**config.mk**
```make
export PLATFORM = sky130hd
export DESIGN_NAME = ldpc_err_mask_gen_flat
export DESIGN_NICKNAME = d
export VERILOG_FILES = /design/src/rtl/ldpc_err_mask_gen_if.sv /design/src/rtl/ldpc_err_mask_gen.sv /design/src/flat_wrapper.sv
export SDC_FILE = /design/constraint.sdc
export NUM_CORES = 1
export LEC_CHECK = 0
export ABC_AREA = 1
export CORE_MARGIN = 10
export CORE_UTILIZATION = 47
export DETAILED_ROUTE_END_ITERATION = 8
export PLACE_DENSITY = 0.87
export SYNTH_ARGS = -nofsm -noshare
export SYNTH_HDL_FRONTEND = slang
export SYNTH_SLANG_ARGS = --single-unit
```
**constraint.sdc**
```tcl
create_clock -name clk -period 2.4 [get_ports clk]
set_input_delay 0.48 -clock clk [delete_from_list [all_inputs] [get_ports clk]]
set_output_delay 0.48 -clock clk [all_outputs]
set_load 0.03 [all_outputs]
```
**src/rtl/ldpc_err_mask_gen_if.sv**
```systemverilog
// Control/status bundle of the LDPC channel-error mask generator.
// master = stimulus/consumer side, slave = the generator itself.
interface ldpc_err_mask_gen_if #(
  parameter int unsigned NN    = 208,
  parameter int unsigned CNT_W = 8,
  parameter int unsigned FRM_W = 16
);
  logic             clr;
  logic             seed_load;
  logic [31:0]      seed;
  logic             gen_start;
  logic [31:0]      prob_thresh;
  logic [CNT_W-1:0] max_errs;
  logic             mask_ready;
  logic             busy;
  logic             mask_valid;
  logic [NN-1:0]    mask;
  logic [CNT_W-1:0] err_count;
  logic [FRM_W-1:0] frames_done;

  modport master (
    output clr, seed_load, seed, gen_start, prob_thresh, max_errs, mask_ready,
    input  busy, mask_valid, mask, err_count, frames_done
  );

  modport slave (
    input  clr, seed_load, seed, gen_start, prob_thresh, max_errs, mask_ready,
    output busy, mask_valid, mask, err_count, frames_done
  );
endinterface

```
**src/rtl/ldpc_err_mask_gen.sv**
```systemverilog
// Builds an NN-bit channel-error mask one bit per cycle from a 32-bit Galois
// LFSR, with a per-bit flip threshold and an optional error cap.
module ldpc_err_mask_gen #(
  parameter int unsigned NN    = 208,
  parameter int unsigned CNT_W = 8,
  parameter int unsigned FRM_W = 16
) (
  input  logic               clk,
  input  logic               rstn,
  ldpc_err_mask_gen_if.slave bus
);

  localparam int unsigned IDX_W = (NN > 1) ? $clog2(NN) : 1;
  localparam logic [31:0] POLY  = 32'h8020_0003;

  typedef enum logic [1:0] {
    IDLE = 2'd0,
    GEN  = 2'd1,
    HOLD = 2'd2
  } state_e;

  state_e           state_q, state_d;
  logic [31:0]      lfsr_q, lfsr_d;
  logic [IDX_W-1:0] idx_q, idx_d;
  logic [NN-1:0]    mask_q, mask_d;
  logic [CNT_W-1:0] cnt_q, cnt_d;
  logic [FRM_W-1:0] frm_q, frm_d;

  logic [31:0] lfsr_step;
  logic        hit;

  assign lfsr_step = {1'b0, lfsr_q[31:1]} ^ (lfsr_q[0] ? POLY : '0);
  assign hit = (lfsr_q <= bus.prob_thresh) &&
               ((bus.max_errs == '0) || (cnt_q < bus.max_errs));

  always_comb begin
    state_d = state_q;
    lfsr_d  = lfsr_q;
    idx_d   = idx_q;
    mask_d  = mask_q;
    cnt_d   = cnt_q;
    frm_d   = frm_q;
    // clr keeps the LFSR sequence and frame count, drops everything else
    if (bus.clr) begin
      state_d = IDLE;
      idx_d   = '0;
      mask_d  = '0;
      cnt_d   = '0;
    end else begin
      unique case (state_q)
        IDLE: begin
          if (bus.seed_load)
            lfsr_d = (bus.seed == '0) ? 32'h0000_0001 : bus.seed;
          if (bus.gen_start) begin
            mask_d  = '0;
            cnt_d   = '0;
            idx_d   = '0;
            state_d = GEN;
          end
        end
        GEN: begin
          mask_d[idx_q] = hit;
          cnt_d         = cnt_q + CNT_W'(hit);
          lfsr_d        = lfsr_step;
          idx_d         = idx_q + IDX_W'(1);
          if (idx_q == IDX_W'(NN - 1))
            state_d = HOLD;
        end
        HOLD: begin
          if (bus.mask_ready) begin
            frm_d   = frm_q + FRM_W'(1);
            state_d = IDLE;
          end
        end
        default: state_d = IDLE;
      endcase
    end
  end

  always_ff @(posedge clk or negedge rstn) begin
    if (!rstn) begin
      state_q <= IDLE;
      lfsr_q  <= 32'h0000_0001;
      idx_q   <= '0;
      mask_q  <= '0;
      cnt_q   <= '0;
      frm_q   <= '0;
    end else begin
      state_q <= state_d;
      lfsr_q  <= lfsr_d;
      idx_q   <= idx_d;
      mask_q  <= mask_d;
      cnt_q   <= cnt_d;
      frm_q   <= frm_d;
    end
  end

  assign bus.busy        = (state_q == GEN) || (state_q == HOLD);
  assign bus.mask_valid  = (state_q == HOLD);
  assign bus.mask        = mask_q;
  assign bus.err_count   = cnt_q;
  assign bus.frames_done = frm_q;

endmodule

```
**src/flat_wrapper.sv**
```systemverilog
// flat-port wrapper written by rule: the top's interface ports become plain ports
module ldpc_err_mask_gen_flat 
#(
  parameter int unsigned NN    = 208,
  parameter int unsigned CNT_W = 8,
  parameter int unsigned FRM_W = 16
)
  (clk, rstn, bus_clr, bus_seed_load, bus_seed, bus_gen_start, bus_prob_thresh, bus_max_errs, bus_mask_ready, bus_busy, bus_mask_valid, bus_mask, bus_err_count, bus_frames_done);
  ldpc_err_mask_gen_if #(.NN(NN), .CNT_W(CNT_W), .FRM_W(FRM_W)) bus_i ();
  input  logic clk;
  input  logic rstn;
  input wire logic [$bits(bus_i.clr)-1:0] bus_clr;
  input wire logic [$bits(bus_i.seed_load)-1:0] bus_seed_load;
  input wire logic [$bits(bus_i.seed)-1:0] bus_seed;
  input wire logic [$bits(bus_i.gen_start)-1:0] bus_gen_start;
  input wire logic [$bits(bus_i.prob_thresh)-1:0] bus_prob_thresh;
  input wire logic [$bits(bus_i.max_errs)-1:0] bus_max_errs;
  input wire logic [$bits(bus_i.mask_ready)-1:0] bus_mask_ready;
  output wire logic [$bits(bus_i.busy)-1:0] bus_busy;
  output wire logic [$bits(bus_i.mask_valid)-1:0] bus_mask_valid;
  output wire logic [$bits(bus_i.mask)-1:0] bus_mask;
  output wire logic [$bits(bus_i.err_count)-1:0] bus_err_count;
  output wire logic [$bits(bus_i.frames_done)-1:0] bus_frames_done;
  assign bus_i.clr = bus_clr;
  assign bus_i.seed_load = bus_seed_load;
  assign bus_i.seed = bus_seed;
  assign bus_i.gen_start = bus_gen_start;
  assign bus_i.prob_thresh = bus_prob_thresh;
  assign bus_i.max_errs = bus_max_errs;
  assign bus_i.mask_ready = bus_mask_ready;
  assign bus_busy = bus_i.busy;
  assign bus_mask_valid = bus_i.mask_valid;
  assign bus_mask = bus_i.mask;
  assign bus_err_count = bus_i.err_count;
  assign bus_frames_done = bus_i.frames_done;
  ldpc_err_mask_gen #(.NN(NN), .CNT_W(CNT_W), .FRM_W(FRM_W)) u_core (.clk(clk), .rstn(rstn), .bus(bus_i));
endmodule
```
==> qor.txt <==
CTS sink cnt: 274
Critical Path AT: 2940 ps
worst vdd ir: 493 uV
DR WL/cell: 21.2 um
P per Cell Area: 796 mW/mm^2
top-area cell type share of the netlist area: 45.2%
# DRC: 0
Final setup viols: 4
Synth Instances: 1913
Hold Crit Class: in -> async
pre-CTS setup slack: -825 ps
CTS tree: yes
post-synthesis cell area: 0.0151 sq mm
fmax: 402 MHz
non-filler instance count after layout: 2650
Final Cycle Share: 104%
slew margin rel.: 29.9%
unrepaired setup endpoints after global routing: yes
DR vias/cell: 5.97
DRT antenna net count: 0
First DRT Iteration DRCs: 1461
H-tree lvl count: 1
skew final: 16.4 ps
syn avg cell area: 7.91 sq um
Ports: 312
clk slew on worst S/H paths: 70 ps
number of port buffers: 311
Root Buffer: clkbuf_16
final WL: 56.2 mm
most frequent cells in the layout: 421 x nand2_1, 305 x nand3_1, 304 x clkdlybuf4s50_1
grt met2 use: 42.7%
failing checks: setup timing
Seq cells post-synth: 274
layout cell share with drive strength beyond 1: 12.6%
yosys warns: 0
Total GRT Usage: 26.3%
critical path's most frequent cell: nand2_1
CP required: 2850 ps
P_leak: 0.00953 uW
worst r2r src: u_core.lfsr_q[6]
Rows: 65
max_cap viols: 0
fillcell total: 2465
total CTS buffers: 30
worst skew pair latency: 560 ps
ys flop type: dfrtp_1
n_diodes: 0
most common cell after layout, fill and taps aside: nand2_1
die area: 0.0398 sq mm
crit path from: bus_prob_thresh[6]
Syn Nets: 2041
drt pass-1 iters: 6
nature of the critical path endpoint: flop
Vias: 15824
Starting Density: 47.8%
overflow left after global routing: 0
initial antenna violation count: 0
Crit path buffers/inverters: 3
Synth area leader: dfrtp_1
CP top delay family: simple AND/OR/NAND/NOR gates
number of global-route vias before repair: 15537
Setup CP Type: in -> reg
final hold vios: 0
Die Width: 199 um
Total Power: 16500 uW
sequential fraction of the synthesis area: 45.3%
max incr delay on CP: 450 ps
Area Growth Syn to Fin: 36.8%
final core occ: 65.4%
met3 Track Usage GR: 6.90%
post-route minimum period: 2490 ps
Slew @ Worst Pin: 1050 ps
met1 Resource Use GR: 32.2%
most area-consuming cells after synthesis: dfrtp_1 45%, nand2_1 11%, nand3_1 10%
first-pass GRT wire length: 84.6 mm
pin count of the biggest net entering global routing: 110
Max clock buf depth: 3
Die Height: 199 um
max-slew violation count: 0
Slowest-stage cell, CP: clkdlybuf4s50_1
Critical Path, Cell by Cell: clkdlybuf4s50_1 -> inv_1 -> ha_1 -> nand2_1 -> nor2_1 -> nor2_1 -> nand2_1 -> nand2_1 -> nand2_1 -> nand2_1 -> nand2_2 -> nand2_4 -> and2_4 -> ha_4 -> ha_4 -> inv_4 -> nor3_4 -> nand3_2 -> nor3_2 -> nor3_1
asr flop ratio synth: 100%
GPL Wtd Cong: 0.918
setup ws final: -86.7 ps
CP Max Fanout: 2
Setup TNS Final: -176 ps
busiest grt layer: met2
DP Wirelength: 37.3 mm
Unique masters post-synth: 37
status: finished, violations left
Nets: 2353
Post-synth EDFFs: 0
dpl cells: 2580
Startpoint Class: input pin
CORE AREA: 0.0316 sq mm
==> power by group <==
part           internal, uW  leakage, uW  switching (uW)
clock                  2920     0.000518            1960
combinational          2250      0.00530            4010
sequential             4960      0.00372             367
total                 10100      0.00953            6340
==> worst register-to-register path: cells and delay by family (launching register included) <==
kind / cells / cell delay [ps]
adder cells (fa/ha/maj): 3 / 570
buffers and inverters: 1 / 30
flip-flops: 1 / 400
AND/OR/NAND/NOR: 14 / 1370
==> registers in the layout, indices dropped and copies added, names as in the netlist <==
| register | flops |
|---|---|
| u_core.bus.mask | 208 |
| u_core.bus.err_count | 8 |
| u_core.lfsr_q | 32 |
| u_core.bus.frames_done | 16 |
| u_core.state_q | 2 |
| u_core.idx_q | 8 |
==> Yosys cell counts, types with 2 or more instances <==
| library cell | n |
|---|---|
| a211oi_1 | 2 |
| a21o_1 | 2 |
| a21oi_1 | 28 |
| a31oi_1 | 31 |
| buf_1 | 2 |
| buf_2 | 66 |
| buf_4 | 8 |
| buf_6 | 13 |
| clkbuf_1 | 59 |
| clkinv_1 | 2 |
| dfrtp_1 | 273 |
| ha_1 | 50 |
| inv_1 | 108 |
| inv_2 | 10 |
| nand2_1 | 430 |
| nand2_2 | 13 |
| nand3_1 | 307 |
| nand4_1 | 7 |
| nor2_1 | 170 |
| nor2_2 | 6 |
| nor2_4 | 8 |
| nor3_1 | 141 |
| nor3b_1 | 2 |
| nor4_1 | 2 |
| o211ai_1 | 130 |
| o21ai_0 | 18 |
| xnor2_1 | 9 |
| xor2_1 | 7 |
==> routing by layer <==
layer	share of wire [%]	up-vias
met5	0	-
li1	-	7084
met3	11	187
met2	47	961
met4	4.9	0
met1	38	7592
==> area by class of cell <==
type	count	area, sq um	area share (%)
multi-input cells	1371	7420	35.9
clock inverters	12	141	0.683
clock buffers	43	901	4.35
flip-flops and latches	274	6870	33.2
well taps	402	503	2.43
repair buffers	428	4380	21.2
inverters	120	478	2.31
==> cells by family (layout without fill, tap and decap cells) <==
group,Yosys count,in the layout,share of synthesized area (%)
fa+ha+maj,50,50,4.14
compound gates,215,215,9.74
buf+inv,268,603,8.04
simple gates,1090,1090,31.8
xor+xnor,16,16,0.926
flops,274,274,45.3
==> worst paths after layout <==
path                       depth (start not counted)  slack (ps)                 endpoint
max reg2reg                                       18         -80  u_core.bus.err_count[6]
max in group asynchronous                          3        1200      u_core.bus.mask[35]
min in group clk                                   2         490     u_core.bus.mask[207]
min reg2reg                                        2         490     u_core.bus.mask[207]
max                                               20         -90  u_core.bus.err_count[6]
min                                                2         440          u_core.idx_q[5]
==> what timing repair did <==
action | 4_1_cts | 5_1_grt
gates resized for setup | 22 | 22
pin swaps | 10 | 5
setup endpoints to repair | 174 | 209
cloned | 0 | 7
endpoints found under the hold margin | 42 | 0
setup buffers | 2 | 6
hold buffers | 1 | 0
==> per-stage QoR <==
stage,hold WS [ps],area (sq um)
floorplan,184,15400
global placement,434,19300
detailed placement,431,19300
CTS,445,20400
global route,456,20700
finish,439,20700
Power figures use the tool's default switching activity.
